`src/rtl/fcmp_pipe.sv`:
```
// fcmp_pipe: two-stage pipelined single-precision compare / min / max unit.
// S1 registers the accepted request, S2 registers the computed result.
// Handshake: a transfer happens on a rising edge where valid and ready are
// both high; a producer holding valid must keep its payload stable until
// the transfer, and ready never depends on the same-side valid.
module fcmp_pipe #(
    parameter int TAG_W = 4
) (
    input  logic             clk,
    input  logic             rstn,
    input  logic             in_valid,
    output logic             in_ready,
    input  logic [2:0]       in_op,
    input  logic [31:0]      in_x1,
    input  logic [31:0]      in_x2,
    input  logic [TAG_W-1:0] in_tag,
    output logic             out_valid,
    input  logic             out_ready,
    output logic [31:0]      out_y,
    output logic [TAG_W-1:0] out_tag,
    output logic             out_inv
);

    localparam logic [2:0] OP_FEQ  = 3'd0;
    localparam logic [2:0] OP_FLT  = 3'd1;
    localparam logic [2:0] OP_FLE  = 3'd2;
    localparam logic [2:0] OP_FMIN = 3'd3;
    localparam logic [2:0] OP_FMAX = 3'd4;

    localparam logic [31:0] CANON_NAN = 32'h7FC0_0000;

    // Maps a float to a key whose unsigned order matches numeric order;
    // both zeros share one key so +0 == -0.
    function automatic logic [31:0] order_key(input logic [31:0] v);
        if (v[30:0] == 31'd0) begin
            return 32'h8000_0000;
        end else if (!v[31]) begin
            return {1'b1, v[30:0]};
        end else begin
            return {1'b0, ~v[30:0]};
        end
    endfunction

    function automatic logic is_nan(input logic [31:0] v);
        return (v[30:23] == 8'hFF) && (v[22:0] != 23'd0);
    endfunction

    // Stage S1: accepted request
    logic             s1_valid_q, s1_valid_d;
    logic [2:0]       s1_op_q, s1_op_d;
    logic [31:0]      s1_x1_q, s1_x1_d;
    logic [31:0]      s1_x2_q, s1_x2_d;
    logic [TAG_W-1:0] s1_tag_q, s1_tag_d;

    // Stage S2: computed result
    logic             s2_valid_q, s2_valid_d;
    logic [31:0]      s2_y_q, s2_y_d;
    logic [TAG_W-1:0] s2_tag_q, s2_tag_d;
    logic             s2_inv_q, s2_inv_d;

    logic             advance;
    logic             accept;

    logic [31:0]      key1, key2;
    logic             nan1, nan2, snan1, snan2, any_nan, any_snan;
    logic             zero1, zero2;
    logic             k_eq, k_lt;
    logic [31:0]      res_y;
    logic             res_inv;

    assign advance  = ~s2_valid_q | out_ready;
    assign in_ready = rstn & (~s1_valid_q | advance);
    assign accept   = in_valid & in_ready;

    assign out_valid = s2_valid_q;
    assign out_y     = s2_y_q;
    assign out_tag   = s2_tag_q;
    assign out_inv   = s2_inv_q;

    assign key1     = order_key(s1_x1_q);
    assign key2     = order_key(s1_x2_q);
    assign nan1     = is_nan(s1_x1_q);
    assign nan2     = is_nan(s1_x2_q);
    assign snan1    = nan1 & ~s1_x1_q[22];
    assign snan2    = nan2 & ~s1_x2_q[22];
    assign any_nan  = nan1 | nan2;
    assign any_snan = snan1 | snan2;
    assign zero1    = (s1_x1_q[30:0] == 31'd0);
    assign zero2    = (s1_x2_q[30:0] == 31'd0);
    assign k_eq     = (key1 == key2);
    assign k_lt     = (key1 < key2);

    // Result computation from the request held in S1.
    always_comb begin
        res_y   = 32'd0;
        res_inv = any_snan;
        case (s1_op_q)
            OP_FEQ: begin
                res_y = {31'd0, ~any_nan & k_eq};
            end
            OP_FLT: begin
                res_y   = {31'd0, ~any_nan & k_lt};
                res_inv = any_nan;
            end
            OP_FLE: begin
                res_y   = {31'd0, ~any_nan & (k_lt | k_eq)};
                res_inv = any_nan;
            end
            OP_FMIN: begin
                if (nan1 && nan2) begin
                    res_y = CANON_NAN;
                end else if (nan1) begin
                    res_y = s1_x2_q;
                end else if (nan2) begin
                    res_y = s1_x1_q;
                end else if (zero1 && zero2) begin
                    // -0 wins when either operand is -0
                    res_y = {s1_x1_q[31] | s1_x2_q[31], 31'd0};
                end else if (k_lt || k_eq) begin
                    res_y = s1_x1_q;
                end else begin
                    res_y = s1_x2_q;
                end
            end
            OP_FMAX: begin
                if (nan1 && nan2) begin
                    res_y = CANON_NAN;
                end else if (nan1) begin
                    res_y = s1_x2_q;
                end else if (nan2) begin
                    res_y = s1_x1_q;
                end else if (zero1 && zero2) begin
                    // +0 wins when either operand is +0
                    res_y = {s1_x1_q[31] & s1_x2_q[31], 31'd0};
                end else if (!k_lt) begin
                    res_y = s1_x1_q;
                end else begin
                    res_y = s1_x2_q;
                end
            end
            default: begin
                res_y   = 32'd0;
                res_inv = 1'b1;
            end
        endcase
    end

    // Next-state for both stages: S1 drains into S2 on advance, refills on accept.
    always_comb begin
        s1_valid_d = s1_valid_q;
        s1_op_d    = s1_op_q;
        s1_x1_d    = s1_x1_q;
        s1_x2_d    = s1_x2_q;
        s1_tag_d   = s1_tag_q;
        s2_valid_d = s2_valid_q;
        s2_y_d     = s2_y_q;
        s2_tag_d   = s2_tag_q;
        s2_inv_d   = s2_inv_q;
        if (advance) begin
            s2_valid_d = s1_valid_q;
            s1_valid_d = 1'b0;
            if (s1_valid_q) begin
                s2_y_d   = res_y;
                s2_tag_d = s1_tag_q;
                s2_inv_d = res_inv;
            end
        end
        if (accept) begin
            s1_valid_d = 1'b1;
            s1_op_d    = in_op;
            s1_x1_d    = in_x1;
            s1_x2_d    = in_x2;
            s1_tag_d   = in_tag;
        end
    end

    // Pipeline registers; reset empties both stages and clears the outputs.
    always_ff @(posedge clk or negedge rstn) begin
        if (!rstn) begin
            s1_valid_q <= 1'b0;
            s1_op_q    <= 3'd0;
            s1_x1_q    <= 32'd0;
            s1_x2_q    <= 32'd0;
            s1_tag_q   <= '0;
            s2_valid_q <= 1'b0;
            s2_y_q     <= 32'd0;
            s2_tag_q   <= '0;
            s2_inv_q   <= 1'b0;
        end else begin
            s1_valid_q <= s1_valid_d;
            s1_op_q    <= s1_op_d;
            s1_x1_q    <= s1_x1_d;
            s1_x2_q    <= s1_x2_d;
            s1_tag_q   <= s1_tag_d;
            s2_valid_q <= s2_valid_d;
            s2_y_q     <= s2_y_d;
            s2_tag_q   <= s2_tag_d;
            s2_inv_q   <= s2_inv_d;
        end
    end

endmodule

```
`config.mk`:
```
export PLATFORM = sky130hd
export DESIGN_NAME = fcmp_pipe
export DESIGN_NICKNAME = d
export VERILOG_FILES = /design/src/rtl/fcmp_pipe.sv
export SDC_FILE = /design/constraint.sdc
export NUM_CORES = 1
export LEC_CHECK = 0
export CORE_MARGIN = 3
export CORE_UTILIZATION = 25
export DETAILED_ROUTE_END_ITERATION = 8
export PLACE_DENSITY = 0.4
export SYNTH_ARGS = -nofsm -noshare
export SYNTH_HDL_FRONTEND = slang
export SYNTH_SLANG_ARGS = --single-unit
```
`constraint.sdc`:
```
create_clock -name clk -period 9.7 [get_ports clk]
set_input_delay 2.425 -clock clk [delete_from_list [all_inputs] [get_ports clk]]
set_output_delay 2.425 -clock clk [all_outputs]
set_load 0.02 [all_outputs]
```
==> run_results.csv, run 1 <==
group,metric,value,unit
critical_path,regToRegSetupSlack,4.36,ns
clocking,ctsRootBufferMaster,"clkbuf_16",
clocking,ctsHtreeMaxLevel,3,
power,finalPower,1.751,mW
synth,synth_cell_types,56,
floorplan,chipHeight,171.3,um
clocking,cts_setup_buffers,0,
routing,vias,5647,
floorplan,die_area,29330,um^2
worst_hold_path,min_from,"out_inv$_DFFE_PN0P_",
synth,synth.avg_cell_area,10.06,um^2
clocking,clkTransAtPathRegs,0.08,ns
timing,fin_crit_sh,65.81,%
placed_design,hpwl,15180,um
synth,synth.area.top_cells,"dfrtp_1 (40%), mux2_2 (13%), ha_1 (5.9%)",
layout,drive_gt1_share,16.26,%
flow_run,maxCapViolations,0,
worst_hold_path,hold_path.class,"reg2reg",
clocking,cts_buffers,9,
global_routing,grt_pass1_wl,33500,um
clocking,clock-sinks,110,
synth,synth_nets,786,
synth,synth_ff_type,"dfrtp_1",
global_routing,grt_max_degree,73,
timing,rsz0062_at_grt,"no",
placed_design,io_buffers,113,
layout,n_antenna_cell,0,
floorplan,core-area,26430,um^2
clocking,ctsResizeCount,0,
timing,tightest_slew,1.067,ns
routing,routedWlPerCell,19.16,um
critical_path,r2r_cells,13,
layout,multi_input_area,3905,um^2
global_routing,gr-total-overflow,0,
floorplan,floorplan.initialDensity,25.84,%
layout,finalNetCount,877,
critical_path,rr_startpoint,"s1_x2_q[5]$_DFFE_PN0P_",
layout,nFillCells,2706,
timing,setup_viol,0,
placed_design,gp_congestion,0.8404,
routing,antenna_left,0,
critical_path,critPathCaptureType,"output pin",
synth,synth_top_area_share,40.32,%
synth,synthArstFlopShare,100.0,%
routing,via_per_inst,5.087,
floorplan,rows,59,
critical_path,r2r-end,"out_y[6]$_DFFE_PN0P_",
timing,hold_violations,0,
critical_path,cp_max_fo,61,
timing,maxSlewViolCount,0,
global_routing,antenna_found_initial,0,
clocking,cts_tree,"built",
critical_path,critPathArrivalTime,3.96,ns
status,outcome,"finished clean",
synth,syn_inst,679,
floorplan,die_w,171.3,um
routing,drt_pass1_iterations,5,
timing,fin_setup_tns,0,ns
clocking,clk_path_buf_depth,2,
timing,fin_crit,6.384,ns
clocking,hold_buffers,0,
power,max-vdd-ir-drop,0.00007437,V
routing,drc,0,
synth,ys_ff_latch,110,
timing,fin_worst_skew,0.01350,ns
layout,syn2layout_area_growth,25.47,%
synth,synth_edf_count,0,
power,cellPowerDensity,204.3,nW/um^2
routing,first_iter_violations,314,
global_routing,grt_pass1_vias,5698,
layout,regArea,2754,um^2
synth,netlist_area,6828,um^2
timing,maxSlewHeadroom,28.89,%
worst_hold_path,whs_path_depth,2,
synth,yosysSeqAreaShare,40.32,%
global_routing,grt_usage,14.70,%
synth,yosysTopAreaCell,"dfrtp_1",
clocking,insertion_delay,0.37,ns
synth,synth-warning-count,0,
critical_path,cp.required,7.28,ns
layout,stdcell_area,8567,um^2
critical_path,path_class,"in2out",
routing,routed_wl,21270,um
placed_design,place_area,8278,um^2
floorplan,io_pins,114,
critical_path,cp-start-kind,"input port",
timing,fmax,156.6,MHz
power,p_leak,3.550,nW
worst_hold_path,holdPathEnd,"out_inv$_DFFE_PN0P_",
[cells by family (layout without fill, tap and decap cells)]
group                      after synthesis  in the layout  synth area share, %
AOI/OAI and AO/OA                      137            137                15.06
xor gates and xnor gates                63             63                8.081
adders and majority gates               32             32                5.864
buffers and inverters                   43            139                2.694
DFF                                    110            110                40.32
muxes                                   80             80                13.12
and+or+nand+nor                        214            214                14.86
[registers in the layout (all words and copies together), names as in the netlist]
| signal | flops |
|---|---|
| out_inv | 1 |
| out_tag | 4 |
| out_valid | 1 |
| out_y | 32 |
| s1_op_q | 3 |
| s1_tag_q | 4 |
| s1_valid_q | 1 |
| s1_x1_q | 32 |
| s1_x2_q | 32 |
[layer usage]
| layer | global-route usage (%) | up-vias | wire length (um) |
|---|---|---|---|
| met5 | 0 | - | 0 |
| met4 | 3.779 | 0 | 277 |
| li1 | - | 2677 | - |
| met1 | 20.31 | 2827 | 10310 |
| met3 | 2.482 | 16 | 722 |
| met2 | 24.01 | 127 | 9960 |
[layout by cell type, fill, tap and decap left out, types with 11 or more instances in the layout]
cell type / synthesis / final
o221ai_1: 11 / 11
nor2_1: 49 / 48
ha_1: 32 / 32
clkdlybuf4s50_1: 0 / 112
nand4_1: 13 / 13
xor2_1: 32 / 32
nor4_1: 16 / 16
o22ai_1: 21 / 21
xnor2_1: 31 / 31
a21oi_1: 20 / 20
mux2_2: 76 / 76
nand2_1: 86 / 85
dfrtp_1: 110 / 109
o21ai_0: 27 / 26
[worst max-delay path, cell delays in order]
cell and delay, ns:
buf_4 0.59, and2_1 0.30, clkdlybuf4s50_1 0.63
[final cells by class]
type                       count  share of cell area (%)
multi-input combinational    526                   45.58
sequential                   110                   32.15
timing repair buffer         122                   13.96
tap                          335                   4.893
clock buffer                  10                   2.673
clock inverter                 6                  0.7010
inverter                       1                 0.04381
[report_power, final]
| group | switching, mW | internal (mW) |
|---|---|---|
| registers | 0.123 | 0.549 |
| clock network | 0.197 | 0.183 |
| logic | 0.355 | 0.342 |
[through the flow]
step | util [%] | std cells | setup slack, ns | hold WS, ns
after global placement | 31.32 | 1094 | 3.260 | 0.4729
final | 32.42 | 1110 | 3.316 | 0.5004
after global routing | 32.42 | 1110 | 3.121 | 0.5305
after floorplan | - | 679 | 4.472 | 0.4569
after CTS | 32.42 | 1110 | 3.220 | 0.5086
after detailed placement | 31.32 | 1094 | 3.231 | 0.4862
[cell usage after synthesis, types with 2 or more instances]
| library cell | count |
|---|---|
| and2_1 | 5 |
| dfrtp_1 | 110 |
| xor2_1 | 32 |
| or2_2 | 2 |
| a22o_1 | 3 |
| o22ai_1 | 21 |
| nor3_1 | 5 |
| o21a_1 | 3 |
| nand2b_1 | 5 |
| a211o_1 | 8 |
| nand4_1 | 13 |
| xnor2_1 | 31 |
| or3_1 | 2 |
| nand2_1 | 86 |
| nand3_1 | 10 |
| a32o_1 | 6 |
| o211ai_1 | 8 |
| a21oi_1 | 20 |
| nor2b_1 | 2 |
| buf_2 | 3 |
| nor2_1 | 49 |
| o21ai_0 | 27 |
| and3_1 | 8 |
| mux2i_1 | 4 |
| buf_1 | 7 |
| o21ai_2 | 2 |
| ha_1 | 32 |
| o221ai_1 | 11 |
| clkbuf_1 | 29 |
| a21o_1 | 4 |
| a221oi_1 | 2 |
| mux2_2 | 76 |
| nor4_1 | 16 |
| buf_6 | 2 |
| a211oi_1 | 3 |
| o221ai_2 | 10 |
| a22oi_1 | 3 |
[how the worst max path moves through the flow]
stage	start	endpoint	slack, ns	cells after the start
after floorplan	out_ready	in_ready	4.47	2
after global placement	rstn	in_ready	3.26	3
after detailed placement	rstn	in_ready	3.23	3
after CTS	rstn	in_ready	3.22	3
after global routing	rstn	in_ready	3.12	3
final	rstn	in_ready	3.32	3
(Power assumes the default switching activity.)
==> run 2, diff against run 1 <==
Clock period 9.7 ns to 6 ns, I/O delays scaled along.
==> run_results.csv, run 2 (synthesis gave the netlist of run 1 again) <==
group,metric,value,unit
status,outcome,"finished clean",
floorplan,floorplan.initialDensity,25.84,%
routing,wl_met3,1070,um
routing,drc,0,
critical_path,critPathLaunch,"s1_x1_q[22]$_DFFE_PN0P_",
layout,stdcell_count,1115,
floorplan,core-area,26430,um^2
critical_path,path_buf_inv,2,
timing,hold_violations,0,
clocking,cts_tree,"built",
power,max-vdd-ir-drop,0.0001316,V
routing,via_per_inst,5.086,
layout,drive_gt1_share,16.79,%
global_routing,grt_pass1_vias,5799,
global_routing,grt_max_degree,73,
critical_path,path_cells,"nor4_1 > nand4_1 > nor3_2 > buf_4 > nor2_1 > ha_1 > nand4_1 > nor4_1 > o41a_1 > o21ai_2 > a32o_2 > o21ai_2 > buf_4 > o221ai_1",
timing,fmax,192.8,MHz
power,cellPowerDensity,332.7,nW/um^2
timing,rsz0062_at_grt,"no",
critical_path,r2r-end,"out_y[9]$_DFFE_PN0P_",
routing,first_iter_violations,452,
floorplan,io_pins,114,
layout,final_cell_mix,"clkdlybuf4s50_1 (112), dfrtp_1 (109), nand2_1 (85)",
flow_run,maxCapViolations,0,
clocking,insertion_delay,0.36,ns
timing,fin_crit_sh,86.44,%
routing,vias,5671,
critical_path,crit_path_top_delay_cell,"o21ai_2",
routing,dr_wl_met2,10110,um
routing,routedWlPerCell,19.99,um
layout,stdcell_area,8623,um^2
routing,antenna_left,0,
placed_design,place_area,8315,um^2
timing,layout_setup_ws,0.8139,ns
layout,finalNetCount,882,
critical_path,critPathCaptureType,"flip-flop",
routing,top_layer_used,"met4",
critical_path,cp.required,6.22,ns
placed_design,hpwl,16270,um
global_routing,grt_pass1_wl,34340,um
worst_hold_path,hold_path.class,"reg2reg",
floorplan,rows,59,
routing,wl_met1,10740,um
clocking,clkTransAtPathRegs,0.08,ns
critical_path,rr_startpoint,"s1_x1_q[22]$_DFFE_PN0P_",
routing,routed_wl,22290,um
critical_path,critPathArrivalTime,5.40,ns
critical_path,crit_end,"out_y[9]$_DFFE_PN0P_",
routing,drt_pass1_iterations,7,
clocking,clock-sinks,110,
clocking,cts_buffers,9,
global_routing,gr-total-overflow,0,
clocking,cts_setup_buffers,0,
floorplan,die_w,171.3,um
critical_path,cp_max_fo,18,
timing,setup_viol,0,
clocking,hold_buffers,0,
placed_design,placedCellCount,1099,
global_routing,antenna_found_initial,1,
layout,n_antenna_cell,0,
global_routing,grt_usage,15.22,%
critical_path,r2r_cells,14,
clocking,clk_path_buf_depth,2,
timing,fin_setup_tns,0,ns
layout,syn2layout_area_growth,26.30,%
critical_path,regToRegSetupSlack,0.81,ns
critical_path,critPathTopFamily,"simple AND/OR/NAND/NOR gates",
critical_path,critPathMaxStageDelay,0.63,ns
placed_design,place_ws,0.8820,ns
floorplan,die_area,29330,um^2
power,finalPower,2.869,mW
layout,final_common_cell,"clkdlybuf4s50_1",
timing,maxSlewHeadroom,26.66,%
floorplan,chipHeight,171.3,um
critical_path,path_class,"reg2reg",
timing,tightest_slew,1.099,ns
clocking,ctsRootBufferMaster,"clkbuf_16",
clocking,ctsResizeCount,0,
placed_design,gp_congestion,0.9209,
power,p_leak,3.580,nW
placed_design,io_buffers,113,
critical_path,cp-start-kind,"flip-flop",
timing,fin_worst_skew,0.01153,ns
timing,fin_crit,5.186,ns
critical_path,worst-path-stages,14,
clocking,ctsHtreeMaxLevel,3,
timing,maxSlewViolCount,0,
[run 2: final cells by class]
class	count	area, um^2
flip-flops and latches	110	2754
clock buffers	10	229.0
clock inverters	6	78.83
inverters	1	3.754
repair buffers	127	1234
well taps	335	419.2
fillers	2700	17800
multi-input cells	526	3905
[run 2: report_power, final]
group / internal, mW / switching [mW] / leakage (nW) / total (mW)
combinational: 0.558 / 0.569 / 2.08 / 1.13
sequential: 0.888 / 0.218 / 1.35 / 1.11
clock: 0.333 / 0.302 / 0.151 / 0.635
[run 2: routing by layer]
layer  up-vias  GRT usage [%]
met5         -              0
met2       171          23.99
met1      2799          21.73
li1       2679              -
met3        22          2.551
met4         0          3.989
[run 2: worst min path at each step]
stage | endpoint | cells after the start | start
final | out_inv$_DFFE_PN0P_ | 2 | out_inv$_DFFE_PN0P_
after global routing | s1_tag_q[1]$_DFFE_PN0P_ | 1 | s1_tag_q[1]$_DFFE_PN0P_
after CTS | out_inv$_DFFE_PN0P_ | 2 | out_inv$_DFFE_PN0P_
after detailed placement | out_y[11]$_DFFE_PN0P_ | 2 | out_y[11]$_DFFE_PN0P_
after global placement | out_valid$_DFFE_PN0N_ | 1 | s1_valid_q$_DFFE_PN0P_
after floorplan | out_valid$_DFFE_PN0N_ | 1 | s1_valid_q$_DFFE_PN0P_
[run 2: tightest hold or removal path: stages, from the launching register on]
cell	delay [ns]
dfrtp_1	0.35
nand2_1	0.05
o21ai_0	0.06
[run 2: per-stage QoR]
step	hold slack (ns)	util [%]
6_report	0.4961	32.63
5_1_grt	0.5266	32.63
4_1_cts	0.5093	32.63
3_5_place_dp	0.4875	31.46
3_3_place_gp	0.4692	31.46
2_1_floorplan	0.4569	-
